$ cat src/rtl/reg_pkg.sv
// Shared register mask type and mask decode for the register access blocks.
package reg_pkg;

  typedef enum logic [1:0] {LS8, LS16, LS27, LS32} reg_mask_e;

  // Anything that is not a known field width behaves as a full-width access.
  function automatic logic [31:0] mask_of(input reg_mask_e m);
    logic [31:0] r;
    case (m)
      LS8:     r = 32'h0000_00FF;
      LS16:    r = 32'h0000_FFFF;
      LS27:    r = 32'h07FF_FFFF;
      LS32:    r = 32'hFFFF_FFFF;
      default: r = 32'hFFFF_FFFF;
    endcase
    return r;
  endfunction

endpackage

$ cat src/rtl/masked_reg_writer.sv
// Register file with a 2-stage masked read-modify-write pipeline and a filtered read port.
// Optional macro MASKED_REG_WRITER_CLEAR_UPPER_EN: writes zero the bits outside the mask.
module masked_reg_writer
  import reg_pkg::*;
#(
  parameter int unsigned NUM_REGS = 16,
  localparam int unsigned ADDR_W = $clog2(NUM_REGS)
) (
  input  logic              clk,
  input  logic              rst_n,
  input  logic              hold,
  input  logic              wr_valid,
  output logic              wr_ready,
  input  logic [ADDR_W-1:0] wr_addr,
  input  logic [31:0]       wr_data,
  input  reg_mask_e         wr_mask,
  output logic              wr_done,
  input  logic [ADDR_W-1:0] rd_addr,
  input  reg_mask_e         rd_mask,
  output logic [31:0]       rd_data
);

  logic [31:0]       regs_q [NUM_REGS];

  logic              s1_valid_q;
  logic [ADDR_W-1:0] s1_addr_q;
  logic [31:0]       s1_data_q;
  reg_mask_e         s1_mask_q;

  logic              s2_valid_q;
  logic [ADDR_W-1:0] s2_addr_q;
  logic [31:0]       s2_data_q;

  logic              done_q;
  logic [31:0]       rd_data_q;

  logic              accept;
  logic [31:0]       s1_merged;
  logic [31:0]       rd_value;

  assign wr_ready = rst_n & ~hold;
  assign accept   = wr_valid & wr_ready;

  always_comb begin
    s1_merged = '0;
`ifdef MASKED_REG_WRITER_CLEAR_UPPER_EN
    s1_merged = s1_data_q & mask_of(s1_mask_q);
`else
    // The S2 entry is newer than the regfile for the same address.
    if (s2_valid_q && (s2_addr_q == s1_addr_q)) begin
      s1_merged = (s2_data_q & ~mask_of(s1_mask_q)) | (s1_data_q & mask_of(s1_mask_q));
    end else begin
      s1_merged = (regs_q[s1_addr_q] & ~mask_of(s1_mask_q)) | (s1_data_q & mask_of(s1_mask_q));
    end
`endif
  end

  always_comb begin
    rd_value = regs_q[rd_addr];
    if (s1_valid_q && (s1_addr_q == rd_addr)) begin
      rd_value = s1_merged;
    end else if (s2_valid_q && (s2_addr_q == rd_addr)) begin
      rd_value = s2_data_q;
    end
  end

  always_ff @(posedge clk) begin
    if (!rst_n) begin
      s1_valid_q <= 1'b0;
      s1_addr_q  <= '0;
      s1_data_q  <= '0;
      s1_mask_q  <= LS32;
      s2_valid_q <= 1'b0;
      s2_addr_q  <= '0;
      s2_data_q  <= '0;
      done_q     <= 1'b0;
      rd_data_q  <= '0;
      for (int unsigned i = 0; i < NUM_REGS; i++) begin
        regs_q[i] <= '0;
      end
    end else begin
      s1_valid_q <= accept;
      if (accept) begin
        s1_addr_q <= wr_addr;
        s1_data_q <= wr_data;
        s1_mask_q <= wr_mask;
      end
      s2_valid_q <= s1_valid_q;
      if (s1_valid_q) begin
        s2_addr_q <= s1_addr_q;
        s2_data_q <= s1_merged;
      end
      if (s2_valid_q) begin
        regs_q[s2_addr_q] <= s2_data_q;
      end
      done_q    <= s2_valid_q;
      rd_data_q <= rd_value & mask_of(rd_mask);
    end
  end

  assign wr_done = done_q;
  assign rd_data = rd_data_q;

endmodule
$ cat config.mk
export PLATFORM = sky130hd
export DESIGN_NAME = masked_reg_writer
export DESIGN_NICKNAME = d
export VERILOG_FILES = /design/src/rtl/reg_pkg.sv /design/src/rtl/masked_reg_writer.sv
export SDC_FILE = /design/constraint.sdc
export NUM_CORES = 1
export LEC_CHECK = 0
export CORE_MARGIN = 2
export CORE_UTILIZATION = 40
export DETAILED_ROUTE_END_ITERATION = 10
export DONT_BUFFER_PORTS = 1
export SYNTH_ARGS = -nofsm -noshare
export SYNTH_HDL_FRONTEND = slang
export SYNTH_SLANG_ARGS = --single-unit
$ cat constraint.sdc
create_clock -name clk -period 3.5 [get_ports clk]
set_input_delay 0.35 -clock clk [delete_from_list [all_inputs] [get_ports clk]]
set_output_delay 0.35 -clock clk [all_outputs]
set_load 0.01 [all_outputs]
Word level (Yosys, flattened, before mapping)
Memories as Yosys holds them, arrays and structs flattened. A register that Yosys moved wholly into a read port is not among the register bits.
Cells that the tools add are included.

operators by class
  equality and inequality tests = 9
  multiplexer cells = 17
  bitwise operators = 12
  reductions and logical operators = 6

operators by type and width
  operator            count
  $pmux 32 s4         2
  $mux 32             7
  $and 32x32->32      5
  $not 32->32         2
  $or 32x32->32       2
  $reduce_or 32->1    1
  $eq 4x4->1          3
  $mux 4              3
  $eq 2x2->1 const B  4
  $mux 1              5
  $eq 2x1->1 const B  2
  $logic_not 2->1     2
  $logic_and 1x1->1   3
  $and 1x1->1         2
  $not 1->1           1

storage, ports and cells
  flip-flop bits (word level) = 109
  memory bits (writable) = 512
  input port bits = 48
  output and inout port bits = 34
  logic and storage cells = 54
  memories = 1

memory list
  memory  depth  bits a word  read ports  clocked after Yosys merged registers in  wr ports  line                     RTL
  regs_q  16     32           2           1                                        16        masked_reg_writer.sv:23  logic [31:0] regs_q [NUM_REGS];

Depth between registers and ports, before layout
Gate-level depths: netlist of run 1.

  word-level depth = 9
  depth in mapped cells = 9
  mapped depth without buffers = 6

Least setup slack after synthesis of run 1
Ideal clock, no wire load.

  path type = register to register
  start = register s2_addr_q[3]
  end = memory regs_q[9][0], enable pin
  library setup time = 0.466 ns
  arrival time = 3.315 ns
  data required time = 3.034 ns
  slack = -0.281 ns
  cell stages (with the launch flop) = 5
  buffers on the path = 1
  period minus slack after synthesis = 3.781 ns
  cell sequence = dfxtp_1 > inv_1 > or3_1 > clkbuf_1 > o21ai_0

RTL lines
  what                      line                     RTL
  start: declaration        masked_reg_writer.sv:31  logic [ADDR_W-1:0] s2_addr_q;
  start signal: assignment  masked_reg_writer.sv:90  s2_addr_q <= s1_addr_q;
  end: declaration          masked_reg_writer.sv:23

Worst setup path after layout of run 1
  start = register s2_addr_q[3]
  end = register s2_data_q[28]

on the way
  longest elaborated chain between the ends = 3

RTL lines
  what                    line                     RTL
  $eq 4x4->1              masked_reg_writer.sv:50  if (s2_valid_q && (s2_addr_q == s1_addr_q)) begin
  $logic_and 1x1->1       masked_reg_writer.sv:50
  $mux 32                 masked_reg_writer.sv:50
  end signal: assignment  masked_reg_writer.sv:91  s2_data_q <= s1_merged;
  end: declaration        masked_reg_writer.sv:32  logic [31:0] s2_data_q;

Every way passes these cells.
A chain may end at the register's enable or synchronous reset.

==> results of run 1 <==
[routing by layer]
metal  track usage [%]  share of wire [%]  vias to the layer above  routed length (um)
met4              8.62                3.3                        0                3330
met1              35.0                 40                    10500               39300
met5                 0                  0                        -                   0
met2              39.8                 46                     1268               46100
met3              5.71                 11                      196               10600
li1                  -                  -                     8216                   -
[per-stage QoR]
step / instance area, um2 / utilization [%] / power (W) / setup WS, ps
floorplan: 30600 / - / 0.00949 / -281
finish: 34800 / 45.9 / 0.0173 / 780
CTS: 34800 / 45.9 / 0.0173 / 865
detailed placement: 31900 / 42.0 / 0.00983 / 870
global route: 34800 / 45.9 / 0.0177 / 606
global placement: 31900 / 42.0 / 0.00981 / 895
[layout by cell type (no fill, tap or decap), drive strengths merged, types with 3 or more instances in the layout]
cell type / synthesis / final
xor2: 3 / 3
nor2b: 17 / 17
mux2i: 18 / 18
o211ai: 18 / 18
buf: 57 / 84
a32oi: 12 / 12
mux2: 14 / 14
clkinv: 5 / 26
nand3: 42 / 42
inv: 8 / 11
bufinv: 0 / 3
and3: 5 / 5
nor3: 84 / 84
o221ai: 13 / 13
a211oi: 11 / 11
o31ai: 4 / 4
nand2b: 7 / 7
o21ai: 77 / 77
dfxtp: 113 / 113
xnor2: 6 / 6
a22oi: 6 / 6
edfxtp: 512 / 512
mux4: 260 / 260
o22ai: 12 / 12
and2: 436 / 436
nor2: 44 / 44
dlygate4sd3: 0 / 57
nand2: 128 / 128
nor4: 28 / 28
clkbuf: 146 / 101
a21oi: 34 / 34
a211o: 3 / 3
[registers in the layout (all words and copies together) (netlist names), named ones only]
| register | cells |
|---|---|
| regs_q | 512 |
| rd_data | 32 |
| s1_data_q | 32 |
| s2_data_q | 32 |
| s1_addr_q | 4 |
| s2_addr_q | 4 |
| s1_mask_q | 2 |
| s1_valid_q | 1 |
| s2_valid_q | 1 |
| wr_done | 1 |
[cell families (layout without fill, tap and decap cells)]
logic type,count (synthesis),in the layout,synth area share [%]
compound gates,205,205,4.26
buf+inv,216,284,3.07
xor+xnor,9,9,0.258
flops,625,625,57.7
simple gates,796,796,14.4
mux,292,292,20.3
[final cells by class]
class                           count  area [um2]  share of cell area, %
Clock buffer                      101        2090                   5.99
Clock inverter                     29         243                  0.697
Inverter                           13        48.8                  0.140
Multi-Input combinational cell   1302       12200                   35.0
Sequential cell                   625       17600                   50.7
Tap cell                          978        1220                   3.52
Timing Repair Buffer              141        1370                   3.94
[how the worst max path moves through the flow]
stage / startpoint / end / slack [ps]
after floorplan: s2_addr_q[3]$_SDFFE_PN0P_ / regs_q[9][0]$_SDFFCE_PN0P_ / -280
after global routing: s2_addr_q[3]$_SDFFE_PN0P_ / s2_data_q[28]$_SDFFE_PN0P_ / 610
final: s2_addr_q[3]$_SDFFE_PN0P_ / s2_data_q[28]$_SDFFE_PN0P_ / 780
after detailed placement: flip-flop / rd_data[22]$_SDFF_PN0_ / 870
after CTS: flip-flop / rd_data[22]$_SDFF_PN0_ / 870
after global placement: flip-flop / rd_data[22]$_SDFF_PN0_ / 890
[critical path: stages (launching register included)]
cell      delay (ps)
dfxtp_1          430
inv_1            130
a222oi_1         450
and3_1           720
a21boi_0         380
o221a_2          370
o31a_1           100
[power breakdown]
part / internal (W) / total, W / switching (W)
clock: 0.00439 / 0.00749 / 0.00310
combinational: 0.000605 / 0.00122 / 0.000618
sequential: 0.00829 / 0.00855 / 0.000253
[timing repair]
item	4_1_cts	5_1_grt
endpoints found under the hold margin	99	0
hold buffers	58	0
buffers inserted	0	0
==> impl_metrics.csv, run 1 <==
group,metric,value,unit
outcome,outcome,"complete, no violations",
cells_and_area,layout-drive-gt1-share,23.0,%
drt,vias,20200,
floorplan,die_w,280,um
floorplan,row_count,101,
cells_and_area,diodes,0,
critical_path,crit_required,3990,ps
timing,clock_skew,24.7,ps
timing,max_freq,368,MHz
cells_and_area,layout.nets,2202,
clocking,cts_sinks,625,
global_route,globalRoute.totalOverflow,0,
synthesis,synth_cell_types,56,
timing,hold_ws,35.9,ps
critical_path,arrival,3210,ps
drt,vias_per_cell,6.33,
worst_hold_path,worstHoldEndpoint,"rd_data[22]$_SDFF_PN0_",
power,peakVddDrop,0.348,mV
synthesis,synthCells,2143,
critical_path,worstPathMaxFanout,14,
critical_path,r2r_slack,780,ps
drt,drt_iter0_drc,2504,
floorplan,dieArea,78600,um2
critical_path,reg2reg_from,"s2_addr_q[3]$_SDFFE_PN0P_",
global_route,antenna_found_initial,5,
placed_design,io_buffers,0,
global_route,gr-usage-all-layers,25.4,%
placed_design,placed_cells,3001,
cells_and_area,syn2layout_area_growth,13.9,%
timing,period_share,77.7,%
timing,setup_viol,0,
critical_path,ff2ff_path_depth,6,
timing,rsz0062_at_grt,"false",
drt,drt-total-wl,99400,um
placed_design,dp_hpwl,55600,um
worst_hold_path,holdPathStages,2,
worst_hold_path,hp-start,"rd_addr[3]",
cells_and_area,final_cell_count_no_fill,3189,
timing,worst_pin_slew,1150,ps
cells_and_area,fillerInstances,6590,
synthesis,synth_edf_count,512,
floorplan,fp.coreArea,75800,um2
clocking,cts_buffers,71,
power,p_per_area,496,nW/um2
clocking,post_cts_resized,0,
synthesis,synth_common_cells,"edfxtp_1, and2_1, mux4_2",
timing,finalCriticalPeriod,2720,ps
floorplan,ios,82,
floorplan,die_y,280,um
clocking,path_clk_slew,60,ps
clocking,ctsHtreeMaxLevel,3,
drt,drt-pass1-iter-count,5,
drt,ant_nets,0,
synthesis,netlist.area_leader.share,50.3,%
timing,maxSlewViolCount,0,
power,power_leakage,12.0,nW
critical_path,r2r_end,"s2_data_q[28]$_SDFFE_PN0P_",
clocking,cts_tree,"built",
synthesis,synth_seq_cells,625,
clocking,clk_latency,630,ps
synthesis,synth.avg_cell_area,14.3,um2
timing,timing.setup.tns,0,ps
global_route,grt_start_max_net_pins,131,
drt,post_drt_wl_per_cell,31.2,um
floorplan,start_util,40.3,%
job,cap_viol_max_count,0,
global_route,grt_pass1_wl,143000,um
synthesis,synth_fp_nets,2191,
drt,drcViolationCount,0,
synthesis,yosysMostFrequentCell,"edfxtp_1",
global_route,grt_pass1_vias,20300,
synthesis,synth.cell_area,30600,um2
critical_path,path_class,"reg -> reg",
critical_path,end_kind,"flip-flop",
synthesis,yosysWarnings,0,
worst_hold_path,hold_class,"in -> reg",
synthesis,synth_flop_cell,"edfxtp_1",
synthesis,yosys.area.top_type,"edfxtp_1",
synthesis,synthArstFlopShare,0,%
clocking,clk_path_buf_depth,3,
critical_path,start_kind,"flip-flop",
timing,slew_headroom,22.9,%
clocking,clockRootBuffer,"clkbuf_16",
synthesis,synth_area_leaders,"edfxtp_1, mux4_2, and2_1, dfxtp_1, clkbuf_1",
placed_design,gp_congestion,0.840,
synthesis,ys_seq_area_share,57.7,%
timing,final_hold_viol_count,0,
Power figures use the tool's default switching activity.
==> run 2, diff against run 1 <==
==> constraint.sdc (replaced) <==
create_clock -name clk -period 2.7 [get_ports clk]
set_input_delay 0.27 -clock clk [delete_from_list [all_inputs] [get_ports clk]]
set_output_delay 0.27 -clock clk [all_outputs]
set_load 0.01 [all_outputs]
==> run 2 against run 1 <==
  * Core utilization up 0.73 points
  * Clock skew decreased by 1.9 ps
  * Critical endpoint is now rd_data[9]$_SDFF_PN0_
  * Design area increased by 1.6%
  * Combinational power grew 36%
  * Largest power group unchanged
  * Largest cell class unchanged
  * Critical path type unchanged
==> impl_metrics.csv, run 2 (synthesis gave the netlist of run 1 again) <==
group,metric,value,unit
timing,max_freq,391,MHz
timing,rsz0062_at_grt,"false",
drt,drcViolationCount,0,
critical_path,path_depth,9,
critical_path,arrival,3050,ps
job,cap_viol_max_count,0,
clocking,cts_buffers,72,
placed_design,dp_hpwl,58800,um
clocking,cts_tree,"built",
clocking,clockRootBuffer,"clkbuf_16",
clocking,cts_sinks,625,
power,power_leakage,12.2,nW
cells_and_area,layout.nets,2251,
power,swShare,22.7,%
global_route,globalRoute.totalOverflow,0,
critical_path,crit_required,3190,ps
critical_path,reg2reg_from,"s2_addr_q[1]$_SDFFE_PN0P_",
timing,finalCriticalPeriod,2550,ps
clocking,ctsHtreeMaxLevel,3,
timing,final_hold_viol_count,0,
drt,drt-total-wl,99800,um
cells_and_area,largest_reg_flops,512,
critical_path,crit_start,"s2_addr_q[1]$_SDFFE_PN0P_",
critical_path,ff2ff_path_depth,9,
outcome,outcome,"complete, no violations",
critical_path,path_class,"reg -> reg",
critical_path,start_kind,"flip-flop",
timing,period_share,94.6,%
timing,setup_viol,0,
cells_and_area,final_cell_count_no_fill,3243,
global_route,antenna_found_initial,8,
global_route,grt_start_max_net_pins,131,
timing,worst_pin_slew,1380,ps
cells_and_area,final_cell_mix,"edfxtp_1, and2_1, mux4_2, nand2_1, dfxtp_1",
clocking,clk_path_buf_depth,3,
floorplan,fp.coreArea,75800,um2
floorplan,start_util,40.3,%
global_route,gr-usage-all-layers,25.6,%
critical_path,cpPeakStageDelay,570,ps
critical_path,r2r_slack,150,ps
clocking,clk_latency,620,ps
floorplan,row_count,101,
drt,drt_iter0_drc,2594,
critical_path,worstPathMaxFanout,21,
floorplan,die_w,280,um
placed_design,placed_cells,3033,
timing,hold_ws,50.8,ps
cells_and_area,mostFrequentLayoutCell,"edfxtp_1",
floorplan,die_y,280,um
timing,maxSlewViolCount,0,
critical_path,cp_common_cell,"buf_4",
drt,ant_nets,0,
critical_path,r2r_end,"rd_data[9]$_SDFF_PN0_",
critical_path,end_kind,"flip-flop",
cells_and_area,multi_input_area,12200,um2
drt,drt-pass1-iter-count,5,
drt,vias,20100,
cells_and_area,finish.utilization,46.6,%
critical_path,cp_num_buf_inv,4,
clocking,path_clk_slew,60,ps
global_route,grt_pass1_wl,144000,um
power,p_per_area,641,nW/um2
global_route,grt_pass1_vias,20300,
power,internal-power,0.0175,W
cells_and_area,syn2layout_area_growth,15.7,%
clocking,cts_setup_buffers,0,
floorplan,dieArea,78600,um2
critical_path,critPathSlowestCell,"dlygate4sd3_1",
critical_path,cp-endpoint,"rd_data[9]$_SDFF_PN0_",
timing,slew_headroom,7.94,%
drt,post_drt_wl_per_cell,30.8,um
power,pwr-share-clk,43.9,%
power,power_switching,0.00514,W
floorplan,ios,82,
cells_and_area,final-seq-area,17600,um2
power,seqPwrFrac,48.8,%
power,p_comb_share,7.3,%
power,peakVddDrop,0.405,mV
timing,clock_skew,22.8,ps
worst_hold_path,hold_class,"in -> reg",
placed_design,gp_congestion,0.828,
placed_design,io_buffers,0,
cells_and_area,top_register,"regs_q",
cells_and_area,layout-drive-gt1-share,23.7,%
drt,vias_per_cell,6.20,
critical_path,crit_family,"buffers and inverters",
critical_path,crit_path_cell_trace,"buf_4 > xnor2_1 > and3_2 > buf_4 > nor3_1 > buf_4 > o211ai_1 > dlygate4sd3_1 > nand3_1",
cells_and_area,fillerInstances,6494,
==> run 2: cell count changes in the layout (fill, tap and decap cells not counted), sizes merged <==
| cell | delta |
|---|---|
| buf | +33 |
| bufinv | -1 |
| clkbuf | +11 |
| clkinv | -6 |
| clkinvlp | -1 |
| diode | +4 |
| dlygate4sd3 | +15 |
| inv | -1 |
==> run 2: final cells by class <==
cell class,instances,share of cell area (%)
clock buffer,112,6.38
inverter,13,0.138
sequential,625,49.9
clock inverter,20,0.467
tap,978,3.46
timing repair buffer,189,5.14
antenna,4,0.0283
multi-input combinational,1302,34.5
==> run 2: how the worst min path moves through the flow <==
stage          slack, ps                         end   startpoint  depth (start not counted)
6_report              50      rd_data[22]$_SDFF_PN0_   rd_addr[2]                          4
4_1_cts                2      rd_data[22]$_SDFF_PN0_   rd_addr[2]                          4
2_1_floorplan        380   s1_data_q[0]$_SDFFE_PN0P_   wr_data[0]                          2
3_5_place_dp         390   s1_data_q[3]$_SDFFE_PN0P_   wr_data[3]                          2
5_1_grt               40      rd_data[17]$_SDFF_PN0_   rd_addr[2]                          4
3_3_place_gp         380  s1_data_q[19]$_SDFFE_PN0P_  wr_data[19]                          2
==> run 2: power groups by stage <==
stage	registers (W)	logic, W	clock network, W
after floorplan	0.0111	0.00121	0
after global placement	0.0112	0.00152	0
after detailed placement	0.0113	0.00154	0
after CTS	0.0111	0.00166	0.0101
after global routing	0.0111	0.00174	0.0104
final	0.0111	0.00166	0.00995
==> run 2: worst min-delay path: stages <==
cell and delay, ps:
nand2_1 70, nand3_1 80, o211ai_1 90, nand3_1 80
==> run 2: routing by layer <==
layer / vias to the layer above / part of all wire [%] / wire (um) / track usage, %
li1: 8309 / - / - / -
met1: 10400 / 40 / 39700 / 34.6
met2: 1191 / 46 / 46300 / 40.2
met3: 238 / 9.8 / 9830 / 5.89
met4: 6 / 4.0 / 3950 / 9.87
met5: - / 0.037 / 37 / 0
==> run 2: timing repair <==
action                                  4_1_cts  5_1_grt
endpoints found under the setup margin        0        1
resized for setup                             0        1
hold buffers                                 74        0
hold endpoints to repair                    100        0
==> run 2: through the flow <==
step	TNS (ps)	total power, W	cell area, um2	setup WS [ps]
after floorplan	-44740	0.0123	30600	-220
after global placement	0	0.0128	32200	226
after detailed placement	0	0.0128	32200	277
after CTS	0	0.0228	35300	120
after global routing	0	0.0233	35400	58.4
final	0	0.0227	35400	145
==> run 3, diff against run 2 <==
--- a/config.mk
+++ b/config.mk
@@ -6,9 +6,10 @@
 export NUM_CORES = 1
 export LEC_CHECK = 0
 export CORE_MARGIN = 2
-export CORE_UTILIZATION = 40
+export CORE_UTILIZATION = 64
 export DETAILED_ROUTE_END_ITERATION = 10
 export DONT_BUFFER_PORTS = 1
+export PLACE_DENSITY = 0.8
 export SYNTH_ARGS = -nofsm -noshare
 export SYNTH_HDL_FRONTEND = slang
 export SYNTH_SLANG_ARGS = --single-unit
==> run 3 against run 2 <==
  * Fmax rose by 3.2%
  * Highest routed layer unchanged
  * Non-clock buffer count fell by 10
  * Sequential share of layout area grew 1.1 points
  * Critical endpoint is now s2_data_q[15]$_SDFFE_PN0P_
  * Global-route usage rose by 14 points
==> impl_metrics.csv, run 3 (synthesis gave the netlist of run 1 again) <==
group,metric,value,unit
cells_and_area,mostFrequentLayoutCell,"edfxtp_1",
cells_and_area,layout-drive-gt1-share,23.3,%
timing,maxSlewViolCount,0,
global_route,grt_pass1_vias,21500,
timing,finalCriticalPeriod,2480,ps
clocking,cts_setup_buffers,0,
job,cap_viol_max_count,0,
floorplan,fp.coreArea,47400,um2
critical_path,crit_path_cell_trace,"inv_1 > a222oi_1 > and3_1 > buf_4 > a21boi_1 > o21ai_0 > a21oi_1",
timing,timing.setup.tns,0,ps
drt,vias,21200,
placed_design,gp_congestion,0.908,
cells_and_area,finish.utilization,72.9,%
floorplan,die_y,223,um
floorplan,start_util,64.4,%
timing,setup_viol,0,
cells_and_area,final_cell_mix,"edfxtp_1, and2_1, mux4_2, nand2_1, dfxtp_1",
clocking,clockRootBuffer,"clkbuf_16",
cells_and_area,layout.nets,2235,
clocking,clk_latency,620,ps
timing,fin_ws,225,ps
clocking,path_clk_slew,60,ps
placed_design,io_buffers,0,
timing,max_freq,404,MHz
timing,rsz0062_at_grt,"false",
floorplan,dieArea,49500,um2
cells_and_area,top_register,"regs_q",
critical_path,cpPeakStageDelay,490,ps
clocking,ctsHtreeMaxLevel,3,
drt,drcViolationCount,0,
timing,period_share,91.7,%
timing,clock_skew,34.3,ps
floorplan,ios,82,
placed_design,place_ws,331,ps
worst_hold_path,hold_class,"in -> reg",
clocking,cts_sinks,625,
power,power_leakage,12.1,nW
floorplan,die_w,223,um
outcome,outcome,"complete, no violations",
cells_and_area,syn2layout_area_growth,13.2,%
drt,drt_iter0_drc,3912,
timing,final_hold_viol_count,0,
power,power,0.0220,W
global_route,grt_pass1_wl,140000,um
global_route,globalRoute.totalOverflow,0,
critical_path,start_kind,"flip-flop",
critical_path,r2r_slack,220,ps
drt,vias_per_cell,7.43,
drt,drt-pass1-iter-count,6,
timing,slew_headroom,23.5,%
placed_design,placed_cells,2661,
cells_and_area,fillerInstances,2838,
critical_path,worstPathMaxFanout,8,
clocking,cts_hold_buf,73,
power,p_per_area,636,nW/um2
clocking,cts_tree,"built",
drt,ant_nets,0,
cells_and_area,largest_reg_flops,512,
critical_path,arrival,2950,ps
global_route,grt_start_max_net_pins,131,
floorplan,row_count,80,
clocking,post_cts_resized,0,
power,peakVddDrop,0.432,mV
drt,drt-total-wl,95500,um
drt,post_drt_wl_per_cell,33.4,um
critical_path,path_class,"reg -> reg",
clocking,clk_path_buf_depth,3,
timing,worst_pin_slew,1150,ps
global_route,gr-usage-all-layers,39.5,%
critical_path,critPathSlowestCell,"a222oi_1",
critical_path,end_kind,"flip-flop",
placed_design,dp_hpwl,54000,um
global_route,antenna_found_initial,4,
clocking,cts_buffers,66,
critical_path,crit_required,3180,ps
cells_and_area,final_cell_count_no_fill,2857,
==> run 3: changes by cell type in the layout (fill, tap and decap cells not counted), sizes merged <==
cell / before / now
clkbuf: 112 / 88
bufinv: 2 / 5
clkinvlp: 1 / 3
buf: 117 / 108
dlygate4sd3: 72 / 71
clkinv: 20 / 29
diode: 4 / 1
==> run 3: metrics by stage <==
stage	cell area, um2	hold WS (ps)
after floorplan	30600	379
after global placement	31700	382
after detailed placement	31700	387
after CTS	34600	4.55
after global routing	34600	12.1
final	34600	33.5
==> run 3: final timing paths <==
check | cells after the start | to | start
setup / recovery | 7 | s2_data_q[15]$_SDFFE_PN0P_ | s2_addr_q[3]$_SDFFE_PN0P_
setup reg to reg | 7 | s2_data_q[15]$_SDFFE_PN0P_ | s2_addr_q[3]$_SDFFE_PN0P_
hold / removal | 1 | regs_q[6][10]$_SDFFCE_PN0P_ | rst_n
hold reg to reg | 2 | rd_data[25]$_SDFF_PN0_ | s2_data_q[25]$_SDFFE_PN0P_
==> run 3: power breakdown <==
| group | switching (W) | leakage, nW | internal, W |
|---|---|---|---|
| Sequential | 0.000325 | 6.21 | 0.0107 |
| Combinational | 0.000831 | 4.81 | 0.000825 |
| Clock | 0.00394 | 1.07 | 0.00533 |
==> run 3: cell type report <==
| type | count | area (um2) | area share [%] |
|---|---|---|---|
| well taps | 615 | 769 | 2.22 |
| inverters | 13 | 48.8 | 0.141 |
| clock inverters | 34 | 339 | 0.980 |
| clock buffers | 88 | 1850 | 5.34 |
| repair buffers | 179 | 1770 | 5.10 |
| flip-flops and latches | 625 | 17600 | 51.0 |
| multi-input cells | 1302 | 12200 | 35.2 |
| diodes | 1 | 2.50 | 0.00723 |
==> run 3: critical path: cells and delay by family, from the launching register on <==
kind                   cells  cell delay [ps]
AOI/OAI and AO/OA          4             1050
buffers and inverters      2              350
DFF                        1              460
and+or+nand+nor            1              470
==> run 3: per-layer routing <==
| layer | vias up | wire length, um | GRT usage, % |
|---|---|---|---|
| li1 | 8284 | - | - |
| met4 | 4 | 5930 | 22.4 |
| met1 | 10400 | 30600 | 50.6 |
| met2 | 2075 | 44200 | 60.8 |
| met3 | 433 | 14700 | 11.8 |
| met5 | - | 26 | 0 |
